<file path="config.mk">
export PLATFORM = sky130hd
export DESIGN_NAME = branch_hazard_ctrl_flat
export DESIGN_NICKNAME = d
export VERILOG_FILES = /design/src/rtl/branch_hazard_ctrl_if.sv /design/src/rtl/branch_hazard_ctrl.sv /design/src/flat_wrapper.sv
export SDC_FILE = /design/constraint.sdc
export NUM_CORES = 1
export LEC_CHECK = 0
export CAP_MARGIN = 30
export CORE_ASPECT_RATIO = 1.2
export CORE_MARGIN = 2
export CORE_UTILIZATION = 30
export CTS_CLUSTER_SIZE = 12
export DETAILED_ROUTE_END_ITERATION = 12
export RECOVER_POWER = 25
export SETUP_SLACK_MARGIN = 0.05
export SYNTH_ARGS = -nofsm -noshare
export SYNTH_HDL_FRONTEND = slang
export SYNTH_SLANG_ARGS = --single-unit
</file>
<file path="constraint.sdc">
create_clock -name clk -period 4.7 [get_ports clk]
set_clock_uncertainty 0.1 [all_clocks]
set_input_delay 1.41 -clock clk [delete_from_list [all_inputs] [get_ports clk]]
set_output_delay 1.41 -clock clk [all_outputs]
set_load 0.05 [all_outputs]
</file>
<file path="src/rtl/branch_hazard_ctrl_if.sv">
// Signal bundle between the ID-stage pipeline context and the branch hazard controller.
// The pipeline side drives the master modport; the controller uses the slave modport.
interface branch_hazard_ctrl_if #(
    parameter int CNT_W = 16
);
    logic             hold;
    logic             id_branch;
    logic             id_fast_jump;
    logic [4:0]       id_rs1;
    logic [4:0]       id_rs2;
    logic             ex_reg_write;
    logic             ex_mem_read;
    logic [4:0]       ex_rd;
    logic             mem_reg_write;
    logic [4:0]       mem_rd;
    logic             bdc_pc_write;
    logic             forwarding_rs1;
    logic             forwarding_rs2;
    logic             stall_if_id;
    logic             bubble_ex;
    logic             pc_write;
    logic             flush_if_id;
    logic [CNT_W-1:0] stall_count;
    logic [CNT_W-1:0] taken_count;

    modport master (
        output hold, id_branch, id_fast_jump, id_rs1, id_rs2,
               ex_reg_write, ex_mem_read, ex_rd, mem_reg_write, mem_rd, bdc_pc_write,
        input  forwarding_rs1, forwarding_rs2, stall_if_id, bubble_ex,
               pc_write, flush_if_id, stall_count, taken_count
    );

    modport slave (
        input  hold, id_branch, id_fast_jump, id_rs1, id_rs2,
               ex_reg_write, ex_mem_read, ex_rd, mem_reg_write, mem_rd, bdc_pc_write,
        output forwarding_rs1, forwarding_rs2, stall_if_id, bubble_ex,
               pc_write, flush_if_id, stall_count, taken_count
    );
endinterface

</file>
<file path="src/rtl/branch_hazard_ctrl.sv">
// Branch-operand hazard controller: EX forwarding select, load/MEM stalls,
// redirect gating with IF/ID flush, and saturating stall/taken counters.
module branch_hazard_ctrl #(
    parameter int CNT_W = 16
) (
    input  logic               clk,
    input  logic               rst,
    branch_hazard_ctrl_if.slave bus
);
    typedef enum logic { RUN, STALL } state_e;

    state_e           state_q;
    logic [1:0]       cnt_q;
    logic [CNT_W-1:0] stall_cnt_q, stall_cnt_d;
    logic [CNT_W-1:0] taken_cnt_q, taken_cnt_d;

    logic [1:0][4:0]  rs;
    logic [1:0]       ex_m, mem_m, ex_fwd;
    logic [1:0]       need;
    logic             stall, redirect;

    assign rs[0] = bus.id_rs1;
    assign rs[1] = bus.id_rs2;

    // JAL reads no register operand, so only conditional branches can match.
    for (genvar n = 0; n < 2; n++) begin : g_match
        assign ex_m[n]  = bus.id_branch && bus.ex_reg_write  && (bus.ex_rd  == rs[n]) && (rs[n] != 5'd0);
        assign mem_m[n] = bus.id_branch && bus.mem_reg_write && (bus.mem_rd == rs[n]) && (rs[n] != 5'd0);
    end

    // EX match shadows MEM match; a load in EX is only readable at WB (2 cycles).
    always_comb begin
        need   = 2'd0;
        ex_fwd = 2'b00;
        for (int n = 0; n < 2; n++) begin
            if (ex_m[n]) begin
                if (bus.ex_mem_read) need = 2'd2;
                else                 ex_fwd[n] = 1'b1;
            end else if (mem_m[n] && need == 2'd0) begin
                need = 2'd1;
            end
        end
    end

    assign stall    = (state_q == RUN && need != 2'd0) || (state_q == STALL);
    assign redirect = bus.bdc_pc_write && (bus.id_branch || bus.id_fast_jump) && !stall && !bus.hold;

    assign stall_cnt_d = (&stall_cnt_q) ? stall_cnt_q : stall_cnt_q + {{(CNT_W-1){1'b0}}, 1'b1};
    assign taken_cnt_d = (&taken_cnt_q) ? taken_cnt_q : taken_cnt_q + {{(CNT_W-1){1'b0}}, 1'b1};

    always_ff @(posedge clk) begin
        if (rst) begin
            state_q     <= RUN;
            cnt_q       <= 2'd0;
            stall_cnt_q <= '0;
            taken_cnt_q <= '0;
        end else if (!bus.hold) begin
            case (state_q)
                RUN: begin
                    if (need == 2'd2) begin
                        state_q <= STALL;
                        cnt_q   <= 2'd1;
                    end
                end
                STALL: begin
                    if (cnt_q == 2'd1) begin
                        state_q <= RUN;
                        cnt_q   <= 2'd0;
                    end else begin
                        cnt_q <= cnt_q - 2'd1;
                    end
                end
                default: state_q <= RUN;
            endcase
            if (stall)    stall_cnt_q <= stall_cnt_d;
            if (redirect) taken_cnt_q <= taken_cnt_d;
        end
    end

    // Everything is masked while reset is asserted.
    assign bus.forwarding_rs1 = !rst && !bus.hold && !stall && ex_fwd[0];
    assign bus.forwarding_rs2 = !rst && !bus.hold && !stall && ex_fwd[1];
    assign bus.stall_if_id    = !rst && (stall || bus.hold);
    assign bus.bubble_ex      = !rst && stall && !bus.hold;
    assign bus.pc_write       = !rst && redirect;
    assign bus.flush_if_id    = !rst && redirect;
    assign bus.stall_count    = rst ? '0 : stall_cnt_q;
    assign bus.taken_count    = rst ? '0 : taken_cnt_q;
endmodule

</file>
<file path="src/flat_wrapper.sv">
// flat-port wrapper written by rule: the top's interface ports become plain ports
module branch_hazard_ctrl_flat 
#(
    parameter int CNT_W = 16
)
  (clk, rst, bus_hold, bus_id_branch, bus_id_fast_jump, bus_id_rs1, bus_id_rs2, bus_ex_reg_write, bus_ex_mem_read, bus_ex_rd, bus_mem_reg_write, bus_mem_rd, bus_bdc_pc_write, bus_forwarding_rs1, bus_forwarding_rs2, bus_stall_if_id, bus_bubble_ex, bus_pc_write, bus_flush_if_id, bus_stall_count, bus_taken_count);
  branch_hazard_ctrl_if #(.CNT_W(CNT_W)) bus_i ();
  input  logic clk;
  input  logic rst;
  input wire logic [$bits(bus_i.hold)-1:0] bus_hold;
  input wire logic [$bits(bus_i.id_branch)-1:0] bus_id_branch;
  input wire logic [$bits(bus_i.id_fast_jump)-1:0] bus_id_fast_jump;
  input wire logic [$bits(bus_i.id_rs1)-1:0] bus_id_rs1;
  input wire logic [$bits(bus_i.id_rs2)-1:0] bus_id_rs2;
  input wire logic [$bits(bus_i.ex_reg_write)-1:0] bus_ex_reg_write;
  input wire logic [$bits(bus_i.ex_mem_read)-1:0] bus_ex_mem_read;
  input wire logic [$bits(bus_i.ex_rd)-1:0] bus_ex_rd;
  input wire logic [$bits(bus_i.mem_reg_write)-1:0] bus_mem_reg_write;
  input wire logic [$bits(bus_i.mem_rd)-1:0] bus_mem_rd;
  input wire logic [$bits(bus_i.bdc_pc_write)-1:0] bus_bdc_pc_write;
  output wire logic [$bits(bus_i.forwarding_rs1)-1:0] bus_forwarding_rs1;
  output wire logic [$bits(bus_i.forwarding_rs2)-1:0] bus_forwarding_rs2;
  output wire logic [$bits(bus_i.stall_if_id)-1:0] bus_stall_if_id;
  output wire logic [$bits(bus_i.bubble_ex)-1:0] bus_bubble_ex;
  output wire logic [$bits(bus_i.pc_write)-1:0] bus_pc_write;
  output wire logic [$bits(bus_i.flush_if_id)-1:0] bus_flush_if_id;
  output wire logic [$bits(bus_i.stall_count)-1:0] bus_stall_count;
  output wire logic [$bits(bus_i.taken_count)-1:0] bus_taken_count;
  assign bus_i.hold = bus_hold;
  assign bus_i.id_branch = bus_id_branch;
  assign bus_i.id_fast_jump = bus_id_fast_jump;
  assign bus_i.id_rs1 = bus_id_rs1;
  assign bus_i.id_rs2 = bus_id_rs2;
  assign bus_i.ex_reg_write = bus_ex_reg_write;
  assign bus_i.ex_mem_read = bus_ex_mem_read;
  assign bus_i.ex_rd = bus_ex_rd;
  assign bus_i.mem_reg_write = bus_mem_reg_write;
  assign bus_i.mem_rd = bus_mem_rd;
  assign bus_i.bdc_pc_write = bus_bdc_pc_write;
  assign bus_forwarding_rs1 = bus_i.forwarding_rs1;
  assign bus_forwarding_rs2 = bus_i.forwarding_rs2;
  assign bus_stall_if_id = bus_i.stall_if_id;
  assign bus_bubble_ex = bus_i.bubble_ex;
  assign bus_pc_write = bus_i.pc_write;
  assign bus_flush_if_id = bus_i.flush_if_id;
  assign bus_stall_count = bus_i.stall_count;
  assign bus_taken_count = bus_i.taken_count;
  branch_hazard_ctrl #(.CNT_W(CNT_W)) u_core (.clk(clk), .rst(rst), .bus(bus_i));
endmodule
</file>
# Word-level counts from Yosys, hierarchy flattened
# Index checks and enable logic that the tools add are counted.
# W data, S select, Z words.
# totals
ff_bits	35
input_bits	29
out_inout_bits	38
wordCells	73
# classes
add_sub_neg	3
n_eq_ne	7
n_mux	17
bitwise	4
reduce_logical	38
# op_table
operator	n
$add A16 B1 Y16 const B	2
$mux W16	2
$reduce_and A16 Y1	2
$logic_and A1 B1 Y1	23
$eq A5 B5 Y1	4
$mux W2	7
$reduce_bool A5 Y1	2
$mux W1	6
$reduce_and A3 Y1	2
$not A1 Y1	4
$pmux W2 S2	1
$logic_not A1 Y1	3
$logic_or A1 B1 Y1	3
$eq A2 B1 Y1 const B	1
$eq A2 B2 Y1 const B	1
$logic_not A2 Y1	1
$ne A2 B2 Y1 const B	1
$pmux W1 S2	1
$reduce_and A2 Y1	1
$reduce_bool A2 Y1	1
$sub A2 B1 Y2 const B	1

# Longest topological paths before layout
# depth
word_depth	16
ltp_mapped	9
ltp_nobuf	8

# Worst setup path after synthesis
# OpenSTA, ideal clock, no wires.
# synth_timing
path_kind	input to output
from	input port bus_id_rs1[0]
to	output port bus_forwarding_rs1
arrival_ns	4.197
required_ns	3.190
path_slack_ns	-1.007
path_stages	7
path_buffers	0
cell_sequence	nor3_1 > and2_1 > nor3_1 > o21ai_1 > nand3_1 > or4_1 > nor4_1
# synth_between
elab_chain_cells	15
word_cells_on_any_way	21
classes_between	2 x eq/ne; 6 x mux; 13 x reduce/logical
# synth_lines
item	line_no	rtl
start: declaration	flat_wrapper.sv:13	input wire logic [$bits(bus_i.id_rs1)-1:0] bus_id_rs1;
$eq A5 B5 Y1	branch_hazard_ctrl.sv:28	assign mem_m[n] = bus.id_branch && bus.mem_reg_write && (bus.mem_rd == rs[n]) && (rs[n] != 5'd0);
$logic_and A1 B1 Y1 (2 in a row)	branch_hazard_ctrl.sv:28	
$mux W1	branch_hazard_ctrl.sv:39	end else if (mem_m[n] && need == 2'd0) begin
$mux W2	branch_hazard_ctrl.sv:36	if (ex_m[n]) begin
$logic_not A2 Y1	branch_hazard_ctrl.sv:39	
$logic_and A1 B1 Y1	branch_hazard_ctrl.sv:39	
$mux W2	branch_hazard_ctrl.sv:39	
$mux W2	branch_hazard_ctrl.sv:36	
$reduce_bool A2 Y1	branch_hazard_ctrl.sv:45	assign stall = (state_q == RUN && need != 2'd0) || (state_q == STALL);
$logic_and A1 B1 Y1	branch_hazard_ctrl.sv:45	
$logic_or A1 B1 Y1	branch_hazard_ctrl.sv:45	
$logic_not A1 Y1	branch_hazard_ctrl.sv:81	assign bus.forwarding_rs1 = !rst && !bus.hold && !stall && ex_fwd[0];
$logic_and A1 B1 Y1	branch_hazard_ctrl.sv:81	
$logic_and A1 B1 Y1 (*)	branch_hazard_ctrl.sv:81	
end: declaration	flat_wrapper.sv:21	output wire logic [$bits(bus_i.forwarding_rs1)-1:0] bus_forwarding_rs1;
# Every way passes the cells marked *; elsewhere a longest branch is shown, timed or not.

# Worst setup path after layout
# layout_timing
from	input port bus_id_rs1[0]
to	output port bus_forwarding_rs2
# layout_between
elab_chain_cells	15
word_cells_on_any_way	20
classes_between	2 x eq/ne; 5 x mux; 13 x reduce/logical
# layout_lines
item	line_no	rtl
$eq A5 B5 Y1	branch_hazard_ctrl.sv:28	
$logic_and A1 B1 Y1 (2 in a row)	branch_hazard_ctrl.sv:28	
$mux W1	branch_hazard_ctrl.sv:39	
$mux W2 (*)	branch_hazard_ctrl.sv:36	
$logic_not A2 Y1	branch_hazard_ctrl.sv:39	
$logic_and A1 B1 Y1	branch_hazard_ctrl.sv:39	
$mux W2	branch_hazard_ctrl.sv:39	
$mux W2 (*)	branch_hazard_ctrl.sv:36	
$reduce_bool A2 Y1 (*)	branch_hazard_ctrl.sv:45	
$logic_and A1 B1 Y1 (*)	branch_hazard_ctrl.sv:45	
$logic_or A1 B1 Y1 (*)	branch_hazard_ctrl.sv:45	
$logic_not A1 Y1 (*)	branch_hazard_ctrl.sv:82	assign bus.forwarding_rs2 = !rst && !bus.hold && !stall && ex_fwd[1];
$logic_and A1 B1 Y1 (*) (2 in a row)	branch_hazard_ctrl.sv:82	
end: declaration	flat_wrapper.sv:22	output wire logic [$bits(bus_i.forwarding_rs2)-1:0] bus_forwarding_rs2;
# Marked as above.

==> results.json <==
{
  "crit_chain": "buf_8 -> xnor2_2 -> nand4_1 -> o2111ai_2 -> and2_4 -> nand3_2 -> or4_4 -> nor4_4 -> buf_12",
  "first_pass_iters": 4,
  "ys_dominant_reg_cell": "dfxtp_1",
  "fin_crit_sh_pct": 102,
  "violations": "setup timing",
  "timing.fmax_ghz": 0.208,
  "yosysMostFrequentCell": "nor2_1",
  "outcome": "finished with violations",
  "grt_max_degree": 37,
  "post_drt_wl_per_cell_um": 13.7,
  "grt_pass1_wl_um": 10900,
  "boundaryPins": 67,
  "leakage_nw": 1.40,
  "cts_max_level": 2,
  "synth_cells": 292,
  "ant_nets": 0,
  "start_util_pct": 30.6,
  "postSynth.asyncResetShare_pct": 0,
  "worstMarginPinSlew_ps": 667,
  "critPathArrivalTime_ps": 3300,
  "port_buffers": 66,
  "nets": 411,
  "syn_area_um2": 2320,
  "r2r_start": "u_core.taken_cnt_q[1]$_SDFFE_PP0P_",
  "rows": 35,
  "yosys.cell_types.count": 39,
  "cap_violations": 0,
  "start_kind": "input pin",
  "required_ps": 3190,
  "dr.first_iter.drc_count": 64,
  "synthTopCellsByArea": "dfxtp_1 30%, mux2_2 9.2%, nor2b_1 9.2%",
  "multi_input_area_um2": 1730,
  "avgSynthCellArea_um2": 7.94,
  "drc": 0,
  "grt_pass1_vias": 2322,
  "finalHoldViolCount": 0,
  "timing.final.ws_setup_ps": -110,
  "grt_antenna_before_repair": 0,
  "cts_inserted_buffers": 5,
  "worst_ir_drop_vdd_uv": 89.4,
  "fin_crit_ps": 4810,
  "dp_hpwl_um": 4860,
  "worstSkewPairLatency_ps": 280,
  "critPathMaxFanout": 3,
  "hp-start": "u_core.cnt_q[0]$_SDFFE_PP0P_",
  "vias": 2382,
  "drv_slew": 0,
  "cts-root-buf": "clkbuf_8",
  "clk_pin_slew_ps": 70,
  "critPathLaunch": "bus_id_rs1[0]",
  "synth_fp_nets": 324,
  "clock-sinks": 35,
  "yosys-top-cells-count": "37 x nor2_1, 35 x dfxtp_1, 34 x nor2b_1",
  "n_fill_cell": 773,
  "synth_edf_count": 0,
  "drt_wl_total_um": 6440,
  "crit_path_max_incr_delay_ps": 470,
  "fin_util_pct": 46.3,
  "power-per-cell-area_nw_per_um2": 182,
  "die_h_um": 100,
  "holdCritPathClass": "flop to flop",
  "synth_seq_cells": 35,
  "holdWs_ps": 376,
  "synth_top_area_share_pct": 30.2,
  "cp_slowest_cell": "or4_4",
  "cp-end-kind": "primary output",
  "grt_usage_pct": 15.6,
  "area_delta_synth_final_pct": 51.3,
  "yosysTopAreaCell": "dfxtp_1",
  "die_width_um": 84.3,
  "regArea_um2": 701,
  "overflow": 0,
  "num_antenna_cells": 0,
  "core-area_um2": 7580,
  "yosysWarningCount": 0,
  "finalSetupTns_ps": -200,
  "critPathKind": "input pin to primary output",
  "post_drt_via_cell_ratio": 5.06,
  "place_congestion": 0.830,
  "die-area_um2": 8450,
  "rsz0062_at_grt": "true",
  "clk_path_buf_depth": 2,
  "relSlewSlack_pct": 55.5,
  "setup_viol": 3,
  "cts_tree": "built",
  "ys_seq_area_share_pct": 30.2,
  "drive_gt1_share_pct": 34.0
}
routing by layer:
metal,vias up,wire [µm],GRT usage (%)
li1,1223,-,-
met1,1105,2730,18.6
met2,43,3410,28.2
met3,11,212,2.88
met4,0,93,5.09
met5,-,0,0
worst max-delay path: cells and delay by family:
kind / cells / cell delay (ps)
compound gates: 1 / 240
xor+xnor: 1 / 150
buf+inv: 2 / 280
simple gates: 5 / 1230
area by class of cell:
| cell class | count | share of cell area (%) |
|---|---|---|
| repair buffers | 92 | 24.6 |
| well taps | 92 | 3.28 |
| inverters | 3 | 0.321 |
| multi-input cells | 242 | 49.3 |
| flip-flops and latches | 35 | 20.0 |
| clock buffers | 6 | 2.35 |
| clock inverters | 1 | 0.143 |
kinds of logic (layout without fill, tap and decap cells):
family	Yosys count	in the layout	synth area share [%]
simple gates	169	169	39.9
flops	35	35	30.2
compound gates	28	28	7.12
xor+xnor	22	22	8.31
mux	20	20	9.66
buf+inv	15	102	3.24
fa+ha+maj	3	3	1.62
path summary, 6_finish.rpt:
path	end	slack [ps]	cells past startpoint
setup / recovery	bus_forwarding_rs2	-110	9
hold reg to reg	u_core.cnt_q[0]$_SDFFE_PP0P_	380	1
hold / removal	u_core.cnt_q[0]$_SDFFE_PP0P_	380	1
setup reg to reg	u_core.taken_cnt_q[5]$_SDFFE_PP0P_	2050	8
cell usage in the layout, fill, tap and decap left out, types with 4 or more instances in the layout:
cell,instances
buf_4,43
dfxtp_1,35
nor2b_1,34
nor2_1,34
nand2_1,20
mux2_2,19
nand3_1,14
clkdlybuf4s50_1,14
nor3_1,12
buf_6,11
nand4_1,10
xor2_1,10
xnor2_2,9
o21ai_0,9
or4_1,7
a21oi_1,7
clkbuf_8,6
buf_12,6
and3_1,5
nand3_2,4
and4_1,4
buf_8,4
metrics by stage:
step / worst slack (ps) / std cells / cell area [µm²] / total power, W
2_1_floorplan: -203 / 292 / 2390 / 0.000357
3_3_place_gp: -476 / 461 / 3280 / 0.000409
3_5_place_dp: -543 / 461 / 3280 / 0.000411
4_1_cts: -93.6 / 470 / 3510 / 0.000648
5_1_grt: -181 / 471 / 3510 / 0.000669
6_report: -110 / 471 / 3510 / 0.000640
registers in the layout, indices dropped and copies added, names as in the netlist:
name and count:
u_core.cnt_q 2, u_core.taken_cnt_q 16, u_core.state_q 1, u_core.stall_cnt_q 16
power breakdown:
group | switching (W) | total, W | internal [W]
sequential | 0.00000171 | 0.000299 | 0.000298
clock | 0.000108 | 0.000223 | 0.000115
combinational | 0.0000580 | 0.000117 | 0.0000593
total | 0.000168 | 0.000640 | 0.000472
timing repair:
action / 4_1_cts / 5_1_grt
setup endpoints to repair: 6 / 4
gates resized for setup: 121 / 6
pin swaps: 27 / 10
setup buffers: 3 / 1
hold buffers: 0 / 0
hold endpoints to repair: 0 / 0
No activity file was read; power rests on OpenSTA's default activity.
